## src/rtl/cache_ctrl.sv

```systemverilog
// Direct-mapped, write-through, no-write-allocate cache controller between the
// datapath MEM port and backing memory; one cache_line instance per index.

module cache_line #(
  parameter int WORD_SIZE   = 16,
  parameter int OFFSET_BITS = 2,
  parameter int TAG_BITS    = 12
) (
  input  logic                                           clk,
  input  logic                                           reset_n,
  input  logic                                           fill_en,
  input  logic [TAG_BITS-1:0]                            fill_tag,
  input  logic [(1<<OFFSET_BITS)-1:0][WORD_SIZE-1:0]     fill_data,
  input  logic                                           wr_en,
  input  logic [OFFSET_BITS-1:0]                         wr_off,
  input  logic [WORD_SIZE-1:0]                           wr_data,
  output logic                                           valid,
  output logic [TAG_BITS-1:0]                            tag,
  output logic [(1<<OFFSET_BITS)-1:0][WORD_SIZE-1:0]     data
);

  always_ff @(posedge clk) begin
    if (!reset_n)     valid <= 1'b0;
    else if (fill_en) valid <= 1'b1;
  end

  // Tag/data need no reset: they are only observed through valid.
  always_ff @(posedge clk) begin
    if (fill_en) begin
      tag  <= fill_tag;
      data <= fill_data;
    end else if (wr_en) begin
      data[wr_off] <= wr_data;
    end
  end

endmodule

module cache_ctrl #(
  parameter int WORD_SIZE   = 16,
  parameter int INDEX_BITS  = 2,
  parameter int OFFSET_BITS = 2,
  parameter int TAG_BITS    = WORD_SIZE - INDEX_BITS - OFFSET_BITS
) (
  input  logic                                  clk,
  input  logic                                  reset_n,
  input  logic                                  cpu_read,
  input  logic                                  cpu_write,
  input  logic [WORD_SIZE-1:0]                  cpu_addr,
  input  logic [WORD_SIZE-1:0]                  cpu_wdata,
  output logic [WORD_SIZE-1:0]                  cpu_rdata,
  output logic                                  cpu_ready,
  output logic                                  mem_req,
  output logic                                  mem_we,
  output logic [WORD_SIZE-1:0]                  mem_addr,
  output logic [WORD_SIZE-1:0]                  mem_wdata,
  input  logic [(WORD_SIZE<<OFFSET_BITS)-1:0]   mem_rdata,
  input  logic                                  mem_ready,
  output logic [WORD_SIZE-1:0]                  access_count,
  output logic [WORD_SIZE-1:0]                  hit_count
);

  localparam int LINES = 1 << INDEX_BITS;
  localparam int WORDS = 1 << OFFSET_BITS;

  typedef struct packed {
    logic [TAG_BITS-1:0]    tag;
    logic [INDEX_BITS-1:0]  idx;
    logic [OFFSET_BITS-1:0] off;
  } addr_t;

  typedef enum logic [1:0] {IDLE, FILL, WRITE} state_t;

  state_t state, state_d;
  addr_t  cpu_a;
  logic   hit, fill_en, wr_en, miss_set, rd_done, miss_flag;
  logic   mem_req_d, mem_we_d;
  logic [WORD_SIZE-1:0] mem_addr_d, mem_wdata_d;

  logic [LINES-1:0]                            line_valid;
  logic [LINES-1:0][TAG_BITS-1:0]              line_tag;
  logic [LINES-1:0][WORDS-1:0][WORD_SIZE-1:0]  line_data;
  logic [WORDS-1:0][WORD_SIZE-1:0]             fill_line;

  assign cpu_a     = addr_t'(cpu_addr);
  assign fill_line = mem_rdata;
  assign hit       = line_valid[cpu_a.idx] && (line_tag[cpu_a.idx] == cpu_a.tag);
  assign cpu_rdata = line_data[cpu_a.idx][cpu_a.off];
  assign rd_done   = cpu_read && !cpu_write;

  // Fill target comes from the registered line address, not the live bus.
  genvar i;
  generate
    for (i = 0; i < LINES; i++) begin : g_line
      cache_line #(
        .WORD_SIZE  (WORD_SIZE),
        .OFFSET_BITS(OFFSET_BITS),
        .TAG_BITS   (TAG_BITS)
      ) u_line (
        .clk      (clk),
        .reset_n  (reset_n),
        .fill_en  (fill_en && (mem_addr[OFFSET_BITS +: INDEX_BITS] == INDEX_BITS'(i))),
        .fill_tag (mem_addr[WORD_SIZE-1 -: TAG_BITS]),
        .fill_data(fill_line),
        .wr_en    (wr_en && (cpu_a.idx == INDEX_BITS'(i))),
        .wr_off   (cpu_a.off),
        .wr_data  (cpu_wdata),
        .valid    (line_valid[i]),
        .tag      (line_tag[i]),
        .data     (line_data[i])
      );
    end
  endgenerate

  always_comb begin
    state_d     = state;
    mem_req_d   = mem_req;
    mem_we_d    = mem_we;
    mem_addr_d  = mem_addr;
    mem_wdata_d = mem_wdata;
    cpu_ready   = 1'b0;
    fill_en     = 1'b0;
    wr_en       = 1'b0;
    miss_set    = 1'b0;
    case (state)
      IDLE: begin
        if (cpu_write) begin
          state_d     = WRITE;
          mem_req_d   = 1'b1;
          mem_we_d    = 1'b1;
          mem_addr_d  = cpu_addr;
          mem_wdata_d = cpu_wdata;
        end else if (cpu_read) begin
          if (hit) begin
            cpu_ready = 1'b1;
          end else begin
            state_d    = FILL;
            mem_req_d  = 1'b1;
            mem_we_d   = 1'b0;
            mem_addr_d = {cpu_a.tag, cpu_a.idx, OFFSET_BITS'(0)};
            miss_set   = 1'b1;
          end
        end
      end
      FILL: begin
        if (mem_req && mem_ready) begin
          fill_en   = 1'b1;
          mem_req_d = 1'b0;
          state_d   = IDLE;
        end
      end
      WRITE: begin
        if (mem_req && mem_ready) begin
          cpu_ready = cpu_write || cpu_read;
          wr_en     = hit;
          mem_req_d = 1'b0;
          state_d   = IDLE;
        end
      end
      default: state_d = IDLE;
    endcase
  end

  always_ff @(posedge clk) begin
    if (!reset_n) begin
      state        <= IDLE;
      mem_req      <= 1'b0;
      mem_we       <= 1'b0;
      mem_addr     <= '0;
      mem_wdata    <= '0;
      miss_flag    <= 1'b0;
      access_count <= '0;
      hit_count    <= '0;
    end else begin
      state     <= state_d;
      mem_req   <= mem_req_d;
      mem_we    <= mem_we_d;
      mem_addr  <= mem_addr_d;
      mem_wdata <= mem_wdata_d;
      if (miss_set) miss_flag <= 1'b1;
      // A read that needed a fill completes on a later hit; miss_flag keeps it out of hit_count.
      if (cpu_ready) begin
        access_count <= access_count + WORD_SIZE'(1);
        if (rd_done && !miss_flag) hit_count <= hit_count + WORD_SIZE'(1);
        if (rd_done) miss_flag <= 1'b0;
      end
    end
  end

endmodule

```

## config.mk

```make
export PLATFORM = sky130hd
export DESIGN_NAME = cache_ctrl
export DESIGN_NICKNAME = d
export VERILOG_FILES = /design/src/rtl/cache_ctrl.sv
export SDC_FILE = /design/constraint.sdc
export NUM_CORES = 1
export LEC_CHECK = 0
export CORE_MARGIN = 4
export CORE_UTILIZATION = 57
export DETAILED_ROUTE_END_ITERATION = 12
export PLACE_DENSITY = 0.8
export SLEW_MARGIN = 20
export SYNTH_ARGS = -nofsm -noshare
export SYNTH_HDL_FRONTEND = slang
export SYNTH_HIERARCHICAL = 1
export SYNTH_SLANG_ARGS = --single-unit
```

## constraint.sdc

```tcl
create_clock -name clk -period 4.1 [get_ports clk]
set_input_delay 0.41 -clock clk [delete_from_list [all_inputs] [get_ports clk]]
set_output_delay 0.41 -clock clk [all_outputs]
set_load 0.02 [all_outputs]
```

======== Word level (Yosys, flattened, before mapping) ========
Index checks and enable logic that the tools add are counted.
operators by class
  magnitude comparators ................... 3
  mux-type cells .......................... 54
  reductions and logical operators ........ 31
  eq/ne operators ......................... 13
  $add $sub $neg .......................... 2
operator list
  cell                     number
  $mux W64                 9
  $bwmux W64               4
  $bmux W64 S2             1
  $mux W16                 5
  $add A16 B1 Y16 const B  2
  $bmux W16 S2             1
  $demux W16 S2            1
  $bmux W12 S2             1
  $mux W1                  23
  $logic_and A1 B1 Y1      13
  $eq A12 B12 Y1           1
  $mux W12                 1
  $reduce_bool A2 Y1       6
  $eq A2 B2 Y1 const B     5
  $mux W2                  4
  $eq A2 B1 Y1 const B     3
  $logic_not A2 Y1         3
  $lt A2 B3 Y1 const B     2
  $ne A3 B3 Y1 const B     2
  $reduce_and A3 Y1        2
  $pmux W1 S2              2
  $pmux W2 S2              1
  $reduce_and A2 Y1        2
  $reduce_and A4 Y1        1
  other kinds (7)          8
word-level totals
  input bits .............................. 101
  output and inout bits ................... 83
  bits in registers ....................... 377
  logic and storage cells ................. 135

======== Logic depth before layout (Yosys ltp) ========
  word-level depth ........................ 11
  gate-level depth with buffers ........... 11
  mapped depth without buffers ............ 9

======== By module ========
Netlist, hierarchy kept.
modules (own cells, without submodules)
  module                             cells an instance  sequential area each (sq um)  area an instance (sq um)  instances
  cache_line (g_line[0].u_line ...)  247                2302.2                        3153.0                    3
  cache_ctrl                         535                1381.3                        5611.6                    1
  cache_line (g_line[3].u_line)      246                2302.2                        3145.5                    1

======== Worst setup path before layout ========
Ideal clock, no wire load.
  path kind ............................... input -> register
  from .................................... in cpu_addr[2]
  to ...................................... reg g_line[1].u_line/data[48] in the netlist's numbering, enable pin
  buffers on the path ..................... 1
  arrival ................................. 2.880 ns
  library setup time ...................... 0.392 ns
  cell stages on the path ................. 9
  data required time ...................... 3.708 ns
  path slack .............................. 0.828 ns
  cell sequence ........................... buf_6 -> mux4_2 -> xnor2_1 -> nand4_1 -> nor2_2 -> nand3_1 -> nor4b_1 -> nand2_1 -> o21bai_1
on the way
  word-level cells in the longest chain between the ends .. 8
  elaborated cells between the ends (all ways) .. 11
  those cells by class .................... eq/ne: 2; mux: 6; reduce/logical: 3
ends and longest elaborated chain
  what                              line  RTL
  from (decl)                       49    input logic [WORD_SIZE-1:0] cpu_addr,
  $bmux W12 S2                      87    assign hit = line_valid[cpu_a.idx] && (line_tag[cpu_a.idx] == cpu_a.tag);
  $mux W12 (implied by the code)    87
  $eq A12 B12 Y1                    87
  $logic_and A1 B1 Y1               87
  $mux W1                           153   if (mem_req && mem_ready) begin
  $mux W1                           125   case (state)
  $logic_and A1 B1 Y1 (*)           105   .wr_en (wr_en && (cpu_a.idx == INDEX_BITS'(i))),
  $reduce_bool A2 Y1 (no line) (*)  --
  to (signal assigned)              31    data <= fill_data;
  to (signal, indexed assignment)   33    data[wr_off] <= wr_data;
  to (decl)                         19    output logic [(1<<OFFSET_BITS)-1:0][WORD_SIZE-1:0] data
Every way passes the cells marked *; elsewhere a longest branch is shown, timed or not. The select of a mux whose other input is x is not followed.
A chain may end at the register's enable or synchronous reset.

======== Final worst setup path ========
  from .................................... reg g_line[3].u_line.tag[9]
  to ...................................... out cpu_ready
on the way
  word-level cells in the longest chain between the ends .. 8
ends and longest elaborated chain
  what                            line  RTL
  from (decl)                     18    output logic [TAG_BITS-1:0] tag,
  from (signal assigned)          30    tag <= fill_tag;
  $bmux W12 S2                    87
  $mux W12 (implied by the code)  87
  $eq A12 B12 Y1                  87
  $logic_and A1 B1 Y1             87
  $mux W1                         134   if (hit) begin
  $mux W1                         133   end else if (cpu_read) begin
  $mux W1                         127   if (cpu_write) begin
  $pmux W1 S2                     125
  to (decl)                       52    output logic cpu_ready,
No other way between the ends. The select of a mux whose other input is x is not followed.

==> flow_metrics.tcl <==
set metrics [dict create \
    total_power_mw 9.10 \
    post-route-util_pct 68.8 \
    holdBufCountCts 0 \
    vdd_ir_drop_max_mv 0.369 \
    r2r_slack_ns 0.79 \
    grt_setup_unrepaired "no" \
    yosysUniqueCellTypes 55 \
    ctsResizeCount 0 \
    grt_max_degree 85 \
    firstDrtPassIters 6 \
    worst-setup-path-type "register to output port" \
    timing.final.ws_setup_ns 0.689 \
    yosys_register_bits 377 \
    power_density_nw_per_um2 419 \
    cts_made_buffers 40 \
    port-buffer-count 183 \
    synthMostInstantiatedCell "sky130_fd_sc_hd__nand2_1" \
    postSynth.asyncResetShare_pct 0 \
    synth_top_area_cell "sky130_fd_sc_hd__edfxtp_1" \
    min_period_over_period_pct 83.2 \
    syn_area_um2 18200 \
    clock_input_transition_at_the_sequential_cells_of_the_worst_setup_and_hold_paths_ns 0.06 \
    max_cap_viol_count 0 \
    timing.critical_path.from_type "register" \
    cts_tree "built" \
    fin_worst_hold_slack_ns 0.454 \
    floorplan.die.height_um 187 \
    share_of_post_route_cells_with_drive_strength_above_1_pct 14.8 \
    clock_tree.root_cell "sky130_fd_sc_hd__clkbuf_16" \
    floorplan.die_area_um2 34900 \
    postCtsSetupRepairBufs 0 \
    fin_worst_skew_ns 0.0304 \
    type_of_the_tightest_min_delay_check "register to register" \
    synth.top_cell.area_share_pct 50.1 \
    grt_antenna_before_repair 2 \
    worstPathArrival_ns 3.00 \
    synth.top_cells.by_count "sky130_fd_sc_hd__nand2_1 (327), sky130_fd_sc_hd__edfxtp_1 (304), sky130_fd_sc_hd__o21ai_0 (220), sky130_fd_sc_hd__mux4_2 (88), sky130_fd_sc_hd__nand2b_1 (85)" \
    syn_to_layout_area_delta_pct 19.2 \
    nets 1791 \
    synth_edf_count 304 \
    synth_fp_nets 1628 \
    dr_total_vias 14200 \
    critPathCaptureType "output port" \
    hold_viol 0 \
    stdcell_area_um2 21700 \
    setup_tns_ns 0 \
    floorplan.initialDensity_pct 57.7 \
    row_count 65 \
    timing_worst_slew_pin_value_ns 1.18 \
    final_cell_count_no_fill 2117 \
    yosys-top-cells-area "sky130_fd_sc_hd__edfxtp_1 (50%), sky130_fd_sc_hd__mux4_2 (11%), sky130_fd_sc_hd__dfxtp_1 (8.0%), sky130_fd_sc_hd__nand2_1 (6.7%), sky130_fd_sc_hd__o21ai_0 (6.0%)" \
    routed_wl_mm 57.3 \
    core_ar_um2 31600 \
    io_pins 184 \
    grt_pass1_vias 14000 \
    grt.overflow.total 0 \
    postPlaceCellArea_um2 20400 \
    netlist_instances 1522 \
    place_hpwl_mm 35.9 \
    clk_path_buf_depth 3 \
    gpl.final_weighted_congestion 0.900 \
    timing.max_slew.rel_slack_pct 21.2 \
    grt_first_pass_wirelength_mm 85.2 \
    status "completed" \
    grt_util_all_layers_pct 31.9 \
    floorplan.die.width_um 187 \
    htree_num_levels 2 \
    p_leak_nw 7.13 \
    drv_slew 0 \
    worstSkewPairLatency_ns 0.54 \
    remaining_drc_errors 0 \
    yosys_warnings 6 \
    synth_seq_area_share_pct 58.1 \
    placedCellCount 2045 \
    max_freq_mhz 293 \
    routed_via_density 6.69 \
    cp_max_fo 3 \
    drt-initial-drc-count 2061 \
    finalCriticalPeriod_ns 3.41 \
    setup_viol 0 \
    wire_per_inst_um 27.1 \
    tritoncts_num_sinks 377 \
    most_common_flop_cell_mapped_by_yosys "sky130_fd_sc_hd__edfxtp_1" \
    worst-endpoint-required_ns 3.69 \
    route.antenna.remaining_nets 0 \
    synthesis.area_per_instance_um2 12.0 \
    pre_cts_slack_ns 0.590 \
]
==> where the power goes <==
part / total (mW) / switching (mW) / internal, mW
clock: 3.57 / 1.47 / 2.10
sequential: 4.32 / 0.0802 / 4.24
combinational: 1.21 / 0.731 / 0.481
==> metal layers <==
layer / GRT usage, % / vias up / share of wire, %
li1: - / 5978 / -
met1: 42.9 / 6838 / 35
met2: 50.3 / 1149 / 46
met3: 9.41 / 206 / 14
met4: 11.2 / 2 / 4.3
met5: 0 / - / 0.035
==> worst paths after layout <==
check	start	end	depth (start not counted)
max	g_line[3].u_line/tag[9]	cpu_ready	7
min	mem_wdata[4]	mem_wdata[4]	2
max reg2reg	g_line[3].u_line/tag[9]	g_line[2].u_line/data[6]	10
min reg2reg	mem_wdata[4]	mem_wdata[4]	2
==> cells in the final DEF (no fill, tap or decap), types with 4 or more instances in the layout <==
| cell type | count |
|---|---|
| sky130_fd_sc_hd__clkdlybuf4s50_1 | 179 |
| sky130_fd_sc_hd__nand3_1 | 16 |
| sky130_fd_sc_hd__nor4_1 | 9 |
| sky130_fd_sc_hd__o31ai_1 | 20 |
| sky130_fd_sc_hd__clkbuf_16 | 41 |
| sky130_fd_sc_hd__nor3_2 | 4 |
| sky130_fd_sc_hd__bufinv_16 | 4 |
| sky130_fd_sc_hd__nand2b_1 | 85 |
| sky130_fd_sc_hd__nand2_1 | 327 |
| sky130_fd_sc_hd__mux2i_1 | 29 |
| sky130_fd_sc_hd__xor2_1 | 4 |
| sky130_fd_sc_hd__o21bai_2 | 14 |
| sky130_fd_sc_hd__dfxtp_1 | 73 |
| sky130_fd_sc_hd__xnor2_1 | 13 |
| sky130_fd_sc_hd__clkinv_1 | 7 |
| sky130_fd_sc_hd__inv_1 | 12 |
| sky130_fd_sc_hd__ha_1 | 5 |
| sky130_fd_sc_hd__edfxtp_1 | 304 |
| sky130_fd_sc_hd__o21ai_2 | 40 |
| sky130_fd_sc_hd__nor2_1 | 27 |
| sky130_fd_sc_hd__buf_4 | 42 |
| sky130_fd_sc_hd__a21oi_1 | 44 |
| sky130_fd_sc_hd__o21ai_1 | 4 |
| sky130_fd_sc_hd__mux4_2 | 88 |
| sky130_fd_sc_hd__and3_1 | 10 |
| sky130_fd_sc_hd__clkbuf_1 | 14 |
| sky130_fd_sc_hd__o21a_1 | 6 |
| sky130_fd_sc_hd__or4_1 | 20 |
| sky130_fd_sc_hd__o21ai_0 | 220 |
| sky130_fd_sc_hd__or2_0 | 4 |
| sky130_fd_sc_hd__nand4_1 | 5 |
==> cell type report <==
type	instances	area [um^2]
Antenna cell	2	5.00
Clock buffer	56	1090
Clock inverter	14	164
Fill cell	2128	9830
Inverter	13	48.8
Multi-Input combinational cell	1028	7160
Sequential cell	377	10600
Tap cell	402	503
Timing Repair Buffer	225	2160
==> state kept, by name (all words and copies together) (netlist names) <==
signal and flops:
g_line.u_line/valid 4, access_count 16, state 2, mem_req 1, mem_we 1, g_line.u_line/tag 48, miss_flag 1, g_line.u_line/data 256
mem_addr 16, hit_count 16, mem_wdata 16
==> cell families after synthesis <==
kind of cell / after synthesis / share of synthesized area, %
adders and majority gates: 5 / 0.343
muxes: 117 / 12.5
and+or+nand+nor: 526 / 13.4
buffers and inverters: 117 / 3.05
AOI/OAI and AO/OA: 363 / 11.7
xor gates and xnor gates: 17 / 0.817
DFF: 377 / 58.1
==> critical path, stage by stage, from the launching register on <==
cell                              delay (ns)
sky130_fd_sc_hd__edfxtp_1               0.37
sky130_fd_sc_hd__mux4_2                 0.49
sky130_fd_sc_hd__xnor2_1                0.25
sky130_fd_sc_hd__nand4_1                0.15
sky130_fd_sc_hd__nor2_2                 0.21
sky130_fd_sc_hd__a41oi_2                0.23
sky130_fd_sc_hd__nor2_1                 0.15
sky130_fd_sc_hd__clkdlybuf4s50_1        0.62
(Power assumes the default switching activity.)
==> RTL change 1, RTL diff (same settings) <==
Encoding of `state_t`: now one-hot (3 bits for 3 states).
--- a/src/rtl/cache_ctrl.sv
+++ b/src/rtl/cache_ctrl.sv
@@ -69,7 +69,7 @@
     logic [OFFSET_BITS-1:0] off;
   } addr_t;
 
-  typedef enum logic [1:0] {IDLE, FILL, WRITE} state_t;
+  typedef enum logic [2:0] {IDLE = 3'b001, FILL = 3'b010, WRITE = 3'b100} state_t;
 
   state_t state, state_d;
   addr_t  cpu_a;
Function: no difference found for any inputs over 4 cycles, from zero or initial values and one cycle with reset_n low; so few cycles prove little.
==> RTL change 1 against the original RTL <==
  * Synthesized area down 0.58%
  * Largest cell class unchanged
  * Global-route usage down 0.86 points
  * Utilization down 0.35 points
  * Critical endpoint unchanged
  * Wire length down 4.7%
  * Sequential cell count up 1
  * Non-clock buffer count down 3
  * Worst setup slack worse by 0.15 ns
  * Final area down 0.76%
  * Die area down 0.56%
  * Via count down 3.1%
  * Power down 7.8%
==> RTL change 1: results (changes against the original RTL) <==
Place
  – Detail Placement HPWL: 35.7 mm (was 35.9 mm)
  – GPL Wtd Cong: 0.918 (was 0.900)
  – Placed Cells: 2038 (was 2045)

Cells and area
  – # nets final: 1780 (was 1791)
  – Layout fillers: 2181 (was 2128)
  – Share of cells above drive strength 1: 14.9% (was 14.8%)

CTS
  – Num CTS Buffers: 39 (was 40)

Outcome
  – Status: complete, no violations (unchanged)

Route
  – Routed WL: 54.6 mm (was 57.3 mm)

Yosys
  – Synth cell types: 56 (was 55)
  – Compound-cell area share of the yosys netlist: 11.9% (was 11.7%)
  – Mux cell area share after synthesis: 12.6% (was 12.5%)
  – Commonest cells post-synth: nand2_1 (329), edfxtp_1 (304), o21ai_0 (233) (was nand2_1 (327), edfxtp_1 (304), o21ai_0 (220))
  – Adder-cell share of the synthesized area: 0.138% (was 0.343%)
  – Xor and xnor area share after synthesis: 0.580% (was 0.817%)

STA
  – Clock Skew: 0.0186 ns (was 0.0304 ns)

Global route
  – Antenna violations before repair: 3 (was 2)
  – First-pass GRT wire length: 80.4 mm (was 85.2 mm)
  – Tot GR Track Use: 31.1% (was 31.9%)
  – Vias in the first global route: 13500 (was 14000)

Pwr
  – Tot Pwr: 8.39 mW (was 9.10 mW)
  – Internal cell power: 6.43 mW (was 6.82 mW)
  – Sequential fraction of design power: 50.1% (was 47.4%)

Critical path
  – RR Startpoint: g_line[1].u_line/tag[7] (was g_line[3].u_line/tag[9])
  – Reg-to-reg critical path endpoint: g_line[1].u_line/data[28] (was g_line[2].u_line/data[6])

Worst hold path
  – Worst min-delay path startpoint: mem_wdata[13] (was mem_wdata[4])
-- RTL change 1: layout make-up --
class	count	area share, %
well taps	402	2.33
clock buffers	55	5.05
inverters	14	0.244
flip-flops and latches	378	49.2
repair buffers	222	9.90
clock inverters	15	0.517
multi-input cells	1022	32.7
diodes	1	0.0116
-- RTL change 1: metal layers --
| layer | track usage, % | vias up | part of all wire, % |
|---|---|---|---|
| met2 | 49.8 | 1021 | 46 |
| met3 | 9.06 | 156 | 14 |
| li1 | - | 5930 | - |
| met5 | 0 | - | 0.075 |
| met4 | 9.82 | 6 | 3.6 |
| met1 | 41.6 | 6626 | 36 |
-- RTL change 1: critical path, stage by stage, from the launching register on --
cell             delay (ns)
edfxtp_1               0.36
mux2_4                 0.28
a2bb2o_2               0.26
o41ai_2                0.51
nand4_1                0.15
o21a_1                 0.23
inv_2                  0.18
clkdlybuf4s50_1        0.65
==> RTL change 2, RTL diff (same flow settings) <==
Made on the original files. `OFFSET_BITS` is set to 2 in 2 places; all go to 3.
--- a/src/rtl/cache_ctrl.sv
+++ b/src/rtl/cache_ctrl.sv
@@ -3,7 +3,7 @@
 
 module cache_line #(
   parameter int WORD_SIZE   = 16,
-  parameter int OFFSET_BITS = 2,
+  parameter int OFFSET_BITS = 3,
   parameter int TAG_BITS    = 12
 ) (
   input  logic                                           clk,
@@ -39,7 +39,7 @@
 module cache_ctrl #(
   parameter int WORD_SIZE   = 16,
   parameter int INDEX_BITS  = 2,
-  parameter int OFFSET_BITS = 2,
+  parameter int OFFSET_BITS = 3,
   parameter int TAG_BITS    = WORD_SIZE - INDEX_BITS - OFFSET_BITS
 ) (
   input  logic                                  clk,
Ports: changed (resized mem_rdata); port bits go from 184 to 248. The function was not compared with the original's and may differ.
==> RTL change 2 against the original RTL <==
  * Worst setup slack worse by 0.40 ns
  * Global-route usage up 5.3 points
  * Critical endpoint is now cpu_rdata[13]
  * Via count rose by 79%
  * Critical path type is now input port to primary output
  * Final area rose by 77%
  * Sequential cell count grew 252
  * Clock skew about the same
  * Power up 66%
  * Utilization shrank 1.1 points
  * First-iteration DRC count grew 90%
  * Wire length increased by 100%
  * Synthesized area increased by 81%
==> RTL change 2: results (changes against the original RTL) <==
Route
  – Drt pass-1 iters: 8 (was 6)
  – Routed WL: 116 mm (was 57.3 mm)
  – Initial drt markers: 3916 (was 2061)
  – Vias per inst: 7.02 (was 6.69)

Place
  – GPL Wtd Cong: 0.958 (was 0.900)
  – Area of placed instances: 0.0363 sq mm (was 0.0204 sq mm)
  – Pre-CTS setup slack: 0.253 ns (was 0.590 ns)
  – IO buf count: 247 (was 183)
  – Detail Placement HPWL: 77.2 mm (was 35.9 mm)

Cells and area
  – Layout fillers: 3914 (was 2128)
  – Post-Layout Cell Count: 3616 (was 2117)
  – Top flop regs: g_line.u_line/data (512), g_line.u_line/tag (44) (was g_line.u_line/data (256), g_line.u_line/tag (48))
  – # nets final: 2973 (was 1791)
  – Share of cells above drive strength 1: 19.4% (was 14.8%)

Yosys
  – Syn_nets: 2801 (was 1628)
  – Commonest cells post-synth: nand2_1 (665), edfxtp_1 (556), o31ai_1 (402) (was nand2_1 (327), edfxtp_1 (304), o21ai_0 (220))
  – Syn Inst Count: 2631 (was 1522)
  – Sequential area share after synthesis: 55.2% (was 58.1%)

Pwr
  – Leak: 12.5 nW (was 7.13 nW)
  – Max VDD drop: 0.000396 V (was 0.000369 V)

Floorplanning
  – Starting Density: 58.0% (was 57.7%)

Outcome
  – Status: complete, no violations (unchanged)

CTS
  – Htree depth: 3 (was 2)
  – Clock insertion delay at the later pin of the skew report: 0.61 ns (was 0.54 ns)
  – Num CTS Buffers: 68 (was 40)

Global route
  – Tot GR Track Use: 37.2% (was 31.9%)
  – Largest net degree at the start of global routing: 132 (was 85)
  – Vias in the first global route: 25000 (was 14000)
  – First-pass GRT wire length: 165 mm (was 85.2 mm)

STA
  – Hold Slack: 0.191 ns (was 0.454 ns)
  – Max frequency: 262 MHz (was 293 MHz)
  – Clock Skew: 0.0308 ns (was 0.0304 ns)

Critical path
  – Critical Path Fanout Max: 131 (was 3)
RTL change 2: power breakdown:
part / leakage [nW] / total [mW] / internal [mW] / switching [mW]
clock network: 1.03 / 5.98 / 3.45 / 2.53
logic: 5.66 / 1.96 / 0.726 / 1.23
registers: 5.77 / 7.14 / 7.06 / 0.0747
RTL change 2: metal layers:
layer,wire [microns],track usage (%)
met5,149,1.27
met4,8830,23.1
met3,18200,11.8
met2,50900,56.1
met1,37500,47.2
RTL change 2: cells by family (layout without fill, tap and decap cells):
logic type	count (synthesis)	after routing	synth area share (%)
other	0	5	0
and+or+nand+nor	861	861	11.0
DFF	629	629	55.2
xor gates and xnor gates	15	15	0.400
muxes	236	236	13.5
AOI/OAI and AO/OA	625	625	16.0
buffers and inverters	260	484	3.69
adders and majority gates	5	5	0.190
RTL change 2: path summary, 6_finish.rpt:
| kind | startpoint | end | cells after the start |
|---|---|---|---|
| worst max-delay path | cpu_addr[4] | cpu_rdata[13] | 6 |
| worst min register to register | mem_wdata[7] | mem_wdata[7] | 2 |
| worst max register to register | g_line[3].u_line/tag[8] | g_line[2].u_line/data[88] | 9 |
| worst min-delay path | cpu_addr[3] | mem_addr[3] | 3 |
RTL change 2: area by class of cell:
cell class	count	area, sq um	area share [%]
Timing Repair Buffer	354	3450	8.98
Clock buffer	88	1860	4.85
Inverter	8	30.0	0.0782
Sequential cell	629	18200	47.3
Antenna cell	5	12.5	0.0326
Clock inverter	34	270	0.704
Tap cell	756	946	2.46
Multi-Input combinational cell	1742	13700	35.6
RTL change 2: tightest hold or removal path: cells and delay by family:
family | cells | cell delay, ns
buffers and inverters | 1 | 0.15
AND/OR/NAND/NOR | 1 | 0.08
multiplexers | 1 | 0.09
